===== src/rtl/apb_master_pkg.sv =====
// Shared definitions for the APB requester: FSM state encoding and timing defaults.
// The bench imports this too, so the two always agree on the default timeout.
package apb_master_pkg;

    typedef enum logic [1:0] {
        ST_IDLE   = 2'd0,
        ST_SETUP  = 2'd1,
        ST_ACCESS = 2'd2,
        ST_RESP   = 2'd3
    } apb_state_t;

    localparam int DEFAULT_TIMEOUT = 15;
    localparam int WAIT_CNT_WIDTH  = 8;

endpackage


===== src/rtl/apb_wait_timer.sv =====
// Counts ACCESS cycles spent waiting on pready. expired flags the cycle in
// which this wait brings the count up to TIMEOUT.
module apb_wait_timer
    import apb_master_pkg::*;
#(
    parameter int TIMEOUT = DEFAULT_TIMEOUT
) (
    input  logic pclk,
    input  logic preset,
    input  logic clear,
    input  logic en,
    output logic expired
);

    localparam logic [WAIT_CNT_WIDTH-1:0] LAST_WAIT = WAIT_CNT_WIDTH'(TIMEOUT - 1);

    logic [WAIT_CNT_WIDTH-1:0] count;

    always_ff @(posedge pclk) begin
        if (preset) begin
            count <= '0;
        end else if (clear) begin
            count <= '0;
        end else if (en) begin
            count <= count + WAIT_CNT_WIDTH'(1);
        end
    end

    // The increment made in this cycle is the one that hits TIMEOUT.
    assign expired = en && (count == LAST_WAIT);

endmodule


===== src/rtl/apb_master.sv =====
// Single-outstanding APB requester: takes one command, runs SETUP/ACCESS with a
// pready timeout, and holds the response until it is consumed.
//
// state  | meaning
// IDLE   | ready for a command, bus idle
// SETUP  | pselx=1, penable=0 for one cycle
// ACCESS | pselx=1, penable=1, waiting for pready or timeout
// RESP   | rsp_valid=1 until rsp_ready
module apb_master
    import apb_master_pkg::*;
#(
    parameter int DATA_WIDTH = 8,
    parameter int ADDR_WIDTH = 8,
    parameter int TIMEOUT    = DEFAULT_TIMEOUT
) (
    input  logic                  pclk,
    input  logic                  preset,
    input  logic                  cmd_valid,
    output logic                  cmd_ready,
    input  logic                  cmd_write,
    input  logic [ADDR_WIDTH-1:0] cmd_addr,
    input  logic [DATA_WIDTH-1:0] cmd_wdata,
    output logic                  rsp_valid,
    input  logic                  rsp_ready,
    output logic [DATA_WIDTH-1:0] rsp_rdata,
    output logic                  rsp_err,
    output logic [ADDR_WIDTH-1:0] paddr,
    output logic                  pwrite,
    output logic                  pselx,
    output logic                  penable,
    output logic [DATA_WIDTH-1:0] pwdata,
    input  logic [DATA_WIDTH-1:0] prdata,
    input  logic                  pready
);

    apb_state_t state, state_next;
    logic       expired;

    apb_wait_timer #(.TIMEOUT(TIMEOUT)) u_wait_timer (
        .pclk    (pclk),
        .preset  (preset),
        .clear   (state == ST_SETUP),
        .en      ((state == ST_ACCESS) && !pready),
        .expired (expired)
    );

    always_ff @(posedge pclk) begin
        if (preset) begin
            state <= ST_IDLE;
        end else begin
            state <= state_next;
        end
    end

    always_comb begin
        state_next = state;
        case (state)
            ST_IDLE:   if (cmd_valid) state_next = ST_SETUP;
            ST_SETUP:  state_next = ST_ACCESS;
            ST_ACCESS: if (pready || expired) state_next = ST_RESP;
            ST_RESP:   if (rsp_ready) state_next = ST_IDLE;
            default:   state_next = ST_IDLE;
        endcase
    end

    assign cmd_ready = (state == ST_IDLE);
    assign pselx     = (state == ST_SETUP) || (state == ST_ACCESS);
    assign penable   = (state == ST_ACCESS);
    assign rsp_valid = (state == ST_RESP);

    always_ff @(posedge pclk) begin
        if (preset) begin
            paddr     <= '0;
            pwrite    <= 1'b0;
            pwdata    <= '0;
            rsp_rdata <= '0;
            rsp_err   <= 1'b0;
        end else begin
            if ((state == ST_IDLE) && cmd_valid) begin
                paddr  <= cmd_addr;
                pwrite <= cmd_write;
                pwdata <= cmd_wdata;
            end
            // pready takes priority over a timeout landing in the same cycle.
            if ((state == ST_ACCESS) && pready) begin
                rsp_rdata <= pwrite ? '0 : prdata;
                rsp_err   <= 1'b0;
            end else if ((state == ST_ACCESS) && expired) begin
                rsp_rdata <= '0;
                rsp_err   <= 1'b1;
            end
        end
    end

endmodule

===== config.mk =====
export PLATFORM = sky130hd
export DESIGN_NAME = apb_master
export DESIGN_NICKNAME = d
export VERILOG_FILES = /design/src/rtl/apb_master_pkg.sv /design/src/rtl/apb_wait_timer.sv /design/src/rtl/apb_master.sv
export SDC_FILE = /design/constraint.sdc
export NUM_CORES = 1
export LEC_CHECK = 0
export ABC_CLOCK_PERIOD_IN_PS = 5600
export CAP_MARGIN = 40
export CORE_UTILIZATION = 46
export CTS_CLUSTER_SIZE = 28
export DETAILED_ROUTE_END_ITERATION = 8
export GPL_ROUTABILITY_DRIVEN = 0
export GPL_TIMING_DRIVEN = 0
export PLACE_DENSITY = 0.95
export SETUP_SLACK_MARGIN = 0.4
export SLEW_MARGIN = 5
export SYNTH_ARGS = -nofsm -noshare
export SYNTH_HDL_FRONTEND = slang
export SYNTH_HIERARCHICAL = 1
export SYNTH_SLANG_ARGS = --single-unit

===== constraint.sdc =====
create_clock -name pclk -period 5.6 [get_ports pclk]
set_input_delay 1.68 -clock pclk [delete_from_list [all_inputs] [get_ports pclk]]
set_output_delay 1.68 -clock pclk [all_outputs]
set_load 0.01 [all_outputs]

==> metrics.txt, run 1 <==
maximum VDD drop=0.1974 mV; largest net degree at the start of global routing=11; later-pin clock latency in the skew report=between 300 and 400 ps; Synth Flop Type=dfxtp_1; Tmin final=~3700 ps; clock share of power=0.161; Die Y=between 50 and 60 µm; Setup violations, final=0; PD cells=roughly 350 nW/µm²; Post-Syn Instances=170; synth top area cells=dfxtp_1 48%, nand2_1 9.0%, a21oi_1 7.0%; Sw Ratio=0.3268; Unique masters post-synth=35; Post-synth EDFFs=0; Power, Total=755.4 µW; port bufs=59; cts hold-fix bufs=0; setup TNS=0 ps; fmax=267.5 MHz; reg-to-reg startpoint=state[0]; detailed-route wire length=3.284 mm; DRT Pass-1 Iters=4; CTS Buffer Depth=2; sequential power share=0.424; Hold Path Depth=2; CTS clock-pin slew for the worst setup and hold paths=100 ps; Initial DRC Count=37; internal power=508.5 µW; Antenna Cells=0; synthesized cell area=about 1500 µm²; total gr overflow=0; Hold EP=paddr[7]; Core Area=3078 µm²; via density per instance=4.932; layout cells sized above 1=0.07627; crit path cell chain=clkdlybuf4s50_1 > and2b_2 > buf_4 > nand4b_1 > nor4_1 > o21ai_1 > a22oi_1 > nor2_1; HP Class=flip-flop to flip-flop; per-cell routed wire length=roughly 12 µm; CP delay by family, top=simple AND/OR/NAND/NOR gates; reg2reg end=rsp_rdata[5]; Initial Util=0.4862; endpoints failing hold=0; crit-path max FO=8; first-pass GRT wire length=5.202 mm; Post-synth top cells=36 x dfxtp_1, 36 x nand2_1, 21 x a21oi_1; Lkg Pwr=0.0008079 µW; crit share post-route=0.6675; asr flop ratio synth=0; CTS resizes=0; Syn. warnings=6; hpwl dp=2.509 mm; total setup buffers inserted after CTS=0; Place WS=1508 ps; Bufs and invs on worst path=2; Yosys top cell by area=dfxtp_1; initial antenna violation count=0; aggregate global-route resource usage=0.2001; reg2reg setup slack=3160 ps; num rows=20; slowest stage delay, CP=540 ps; DRC errors left=0; status=complete, no violations; vias in the first global route=between 1,000 and 1,500; Slew Limit Fails=0; crit end category=flip-flop; Critical Path RT=5800 ps; Arr. time, crit path=a little under 4000 ps; Synth Net Count=207; cts bufs inserted=5; P_sw=246.9 µW; die area=3485 µm²; clk root buf=clkbuf_4; H-tree levels=2; unrepaired setup endpoints after global routing=false; Yosys reg bits=36; Worst R2R Path Depth=9; Setup CP Type=primary input to flip-flop; area growth from synthesis to layout=46.24%; CTS tree=built; chip width=just under 60 µm; Slew headroom=0.5370; crit path launch type=primary input; skew final=approximately 2.7 ps; CTS Sinks=36; syn_area_per_cell=8.803 µm²; register area share after synthesis=0.4816; vias=1,381; I/O Pins=60; nets=273; PnR worst setup slack=1862 ps; post-route ant nets=0; Max Cap Violations=0; Gate power share=0.415; top-area cell type share of the netlist area=0.4816; Hold Crit Start=paddr[7]; slowest CP cell=nor4_1; Tightest Pin Transition=about 690 ps
worst max-delay path by stage:
stage | from | endpoint | slack [ps] | cells past startpoint
6_report | pready | rsp_rdata[5] | 1860 | 8
5_1_grt | pready | rsp_rdata[2] | 1740 | 8
4_1_cts | pready | rsp_rdata[5] | 1860 | 8
3_5_place_dp | pready | rsp_rdata[5] | 1510 | 8
3_3_place_gp | pready | rsp_rdata[7] | 1580 | 8
2_1_floorplan | pready | state[0] | 2340 | 7
cell families (layout without fill, tap and decap cells):
logic type | count (synthesis) | count (layout) | share of synthesized area
buffers and inverters | 13 | 79 | 0.04932
flip-flops | 36 | 36 | 0.4816
XOR/XNOR | 4 | 4 | 0.02342
AO/OA/AOI/OAI | 39 | 39 | 0.1555
AND/OR/NAND/NOR | 71 | 71 | 0.2316
adder cells (fa/ha/maj) | 7 | 7 | 0.05853
per-layer routing:
metal	wire, µm	global-route usage	vias to the layer above
met3	201	0.05240	5
met4	43	0.1122	0
met1	1373	0.2130	623
met2	1665	0.3571	47
met5	0	0	-
li1	-	-	706
power groups by stage:
| stage | combinational [µW] | sequential, µW | clock (µW) |
|---|---|---|---|
| floorplan | 162 | 337 | 0 |
| global placement | 307 | 325 | 0 |
| detailed placement | 316 | 326 | 0 |
| CTS | 317 | 320 | 126 |
| global route | 345 | 325 | 138 |
| finish | 313 | 320 | 122 |
state kept, by name, summed over array words and instances, names as in the netlist:
signal and cells:
paddr 8, pwdata 8, pwrite 1, rsp_err 1, rsp_rdata 8, state 2
u_wait_timer/count 8
tightest hold or removal path, delay by kind of cell, from the launching register on:
| family | cells | cell delay [ps] |
|---|---|---|
| AO/OA/AOI/OAI | 1 | 50 |
| AND/OR/NAND/NOR | 1 | 50 |
| flip-flops | 1 | 320 |
layout make-up:
type | count | area, µm²
clock inverter | 1 | 5.005
fill | 264 | 889.6
clock buffer | 6 | 41.29
tap | 44 | 55.05
buffer | 9 | 58.81
inverter | 4 | 15.01
timing repair buffer | 59 | 590.6
sequential | 36 | 720.7
multi-input combinational | 121 | 701.9
cells in the final DEF (no fill, tap or decap), types with 2 or more instances in the layout:
cell type / count
a211oi_1: 2
a21oi_1: 21
a22oi_1: 8
buf_4: 2
buf_6: 2
clkbuf_1: 3
clkbuf_4: 5
clkdlybuf4s50_1: 59
dfxtp_1: 36
ha_1: 7
inv_1: 4
nand2_1: 36
nand3_1: 2
nand4_1: 2
nor2_1: 14
nor2b_1: 2
nor4_1: 2
o21a_1: 2
o21ai_0: 3
o31a_1: 2
or3_1: 3
xor2_1: 3
through the flow:
stage | utilization | instance area, µm² | hold WS [ps] | std cells
6_report | 0.7110 | 2188 | 456.4 | 280
4_1_cts | 0.7110 | 2188 | 460.2 | 280
3_3_place_gp | 0.6959 | 2142 | 441.1 | 273
5_1_grt | 0.7110 | 2188 | 478.4 | 280
2_1_floorplan | - | 1496 | 458.3 | 170
3_5_place_dp | 0.6959 | 2142 | 446.2 | 273
Power figures use the tool's default switching activity.
==> run 2: changes to the inputs <==
--- a/config.mk
+++ b/config.mk
@@ -5,14 +5,14 @@
 export SDC_FILE = /design/constraint.sdc
 export NUM_CORES = 1
 export LEC_CHECK = 0
-export ABC_CLOCK_PERIOD_IN_PS = 5600
+export ABC_CLOCK_PERIOD_IN_PS = 3200
 export CAP_MARGIN = 40
-export CORE_UTILIZATION = 46
+export CORE_UTILIZATION = 38
 export CTS_CLUSTER_SIZE = 28
 export DETAILED_ROUTE_END_ITERATION = 8
 export GPL_ROUTABILITY_DRIVEN = 0
 export GPL_TIMING_DRIVEN = 0
-export PLACE_DENSITY = 0.95
+export PLACE_DENSITY = 0.87
 export SETUP_SLACK_MARGIN = 0.4
 export SLEW_MARGIN = 5
 export SYNTH_ARGS = -nofsm -noshare
==> constraint.sdc (replaced) <==
create_clock -name pclk -period 3.2 [get_ports pclk]
set_input_delay 0.96 -clock pclk [delete_from_list [all_inputs] [get_ports pclk]]
set_output_delay 0.96 -clock pclk [all_outputs]
set_load 0.01 [all_outputs]
==> run 2 against run 1 <==
Against the previous run:
- critical path type is now flip-flop to output pin
- critical endpoint is now pselx
- highest routed layer unchanged
- clock power increased to 3.2 times the previous value
- utilization down 9.6 points
- flip-flop and latch count unchanged
==> metrics.txt, run 2 (synthesis results as in run 1) <==
Initial Util=0.4027 (-0.08349); Tmin final=2543 ps; vias in the first global route=1,373 (+8.3%); cts bufs inserted=5 (unchanged); vias=1,382 (+0.072%); H-tree levels=2 (unchanged); Setup CP Type=flip-flop to output pin; Sw Ratio=0.3023 (-0.02450); crit-path max FO=4 (-4); P_sw=450.8 µW (+83%); DRC errors left=0 (unchanged); aggregate global-route resource usage=0.1822 (-0.01794); Fin Hold WS=453.5 ps (-2.830 ps); crit path cell chain=inv_1 > ha_1 > clkdlybuf4s50_1; Antenna Cells=0 (unchanged); num rows=22 (+10%); crit share post-route=0.7946; HP Class=flip-flop to flip-flop; skew final=5.868 ps (+3.154 ps); Critical Path RT=2240 ps (-3560 ps); I/O Pins=60 (unchanged); die area=4193 µm² (+20%); maximum VDD drop=0.3904 mV (+98%); Gate power share=0.366 (-0.049); Core Area=3716 µm² (+21%); initial antenna violation count=0 (unchanged); PD cells=653.1 nW/µm² (+89%); slowest stage delay, CP=530 ps (about the same); CTS clock-pin slew for the worst setup and hold paths=70 ps (-30 ps); CP Launch Point=state[0]; Max Cap Violations=0 (unchanged); port bufs=59 (unchanged); crit path launch type=flip-flop; Lkg Pwr=0.0008501 µW (+5.2%); clk root buf=clkbuf_8; detailed-route wire length=3.380 mm (+2.9%); first-pass GRT wire length=5.789 mm (+11%); design area=2283 µm² (+4.3%); Die Y=64.76 µm (+9.7%); total gr overflow=0 (unchanged); post-route ant nets=0 (unchanged); reg-to-reg startpoint=state[0]; Slew Limit Fails=0 (unchanged); clock share of power=0.259 (+0.098); CTS tree=built; largest net degree at the start of global routing=12 (+1); commonest non-fill, non-tap cell in the layout=clkdlybuf4s50_1; CTS Sinks=36 (unchanged); DP Area=2147 µm² (+0.23%); crit end category=output pin; area growth from synthesis to layout=52.59%; layout cells sized above 1=0.09244 (+0.01617); Slew headroom=0.6996 (+0.1626); CP delay by family, top=buffers and inverters; fmax=393.3 MHz; Hold Crit Start=paddr[0]; setup TNS=0 ps (unchanged); Initial DRC Count=47 (+27%); most frequent cells in the layout=58 x clkdlybuf4s50_1, 36 x nand2_1, 36 x dfxtp_1; sequential power share=0.375 (-0.049); Bufs and invs on worst path=2 (unchanged); Place WS=-244.6 ps (-1753 ps); hpwl dp=2.379 mm (-5.2%); Setup violations, final=0 (unchanged); PnR worst setup slack=657.2 ps (-1205 ps); fill cell count=326 (+23%); Arr. time, crit path=1580 ps (-2360 ps); status=complete, no violations; chip width=64.76 µm (+9.7%); unrepaired setup endpoints after global routing=false; internal power=1040 µW (+100%); later-pin clock latency in the skew report=290 ps (-30 ps); endpoints failing hold=0 (unchanged); nets=274 (+0.37%); slowest CP cell=clkdlybuf4s50_1; per-cell routed wire length=11.82 µm (+0.76%); CTS Buffer Depth=2 (unchanged); via density per instance=4.832 (-2.0%); DRT Pass-1 Iters=4 (unchanged); Tightest Pin Transition=450.6 ps (-237.6 ps)
-- run 2: cell types whose count changed in the layout (fill, tap and decap cells not counted), sizes merged --
cell and delta:
dlymetal6s2s +1, buf +1, clkdlybuf4s50 -1, bufinv +1
-- run 2: worst register-to-register path, cell delays in order, from the launching register on --
cell	delay (ps)
dfxtp_1	340
inv_1	110
ha_1	210
and2b_2	150
buf_4	150
nand4b_1	160
nor4_4	230
buf_4	180
nor3b_4	60
o31a_1	290
o21a_1	170
-- run 2: cell type report --
class                   count  area [µm²]  share of cell area
inverters                   4       15.01            0.006575
repair buffers             60       600.6              0.2630
well taps                  48       60.06             0.02630
plain buffers               9       58.81             0.02575
multi-input cells         121       720.7              0.3156
flip-flops and latches     36       720.7              0.3156
clock buffers               6       72.57             0.03178
clock inverters             2       35.03             0.01534
-- run 2: path summary, 6_finish.rpt --
path | to | slack [ps] | cells after the start
worst max-delay path | pselx | 660 | 3
worst max register to register | state[0] | 1050 | 10
worst min register to register | paddr[0] | 450 | 2
worst min-delay path | paddr[0] | 450 | 2
-- run 2: power groups by stage --
stage          Sequential [µW]  Combinational (µW)  Clock (µW)
2_1_floorplan              589                 283           0
3_3_place_gp               567                 540           0
3_5_place_dp               569                 549           0
6_report                   559                 546         386
5_1_grt                    570                 606         421
4_1_cts                    559                 551         397
-- run 2: metrics by stage --
| step | total power [µW] | instances | util |
|---|---|---|---|
| CTS | 1507 | 285 | 0.6108 |
| floorplan | 872.3 | 170 | - |
| detailed placement | 1118 | 277 | 0.5778 |
| global route | 1597 | 286 | 0.6145 |
| global placement | 1107 | 277 | 0.5778 |
| finish | 1491 | 286 | 0.6145 |
-- run 2: what timing repair did --
action | in CTS | in global routing
gates resized for setup | 2 | 2
endpoints found under the setup margin | 10 | 10
pin swaps | 0 | 1
setup buffers | 0 | 1
hold buffers | 0 | 0
-- run 2: routing by layer --
metal | global-route usage | part of all wire | up-vias
met5 | 0 | 0 | -
met4 | 0.05833 | 0.0074 | 0
met1 | 0.1952 | 0.45 | 625
met3 | 0.08451 | 0.067 | 4
met2 | 0.3138 | 0.48 | 43
li1 | - | - | 710
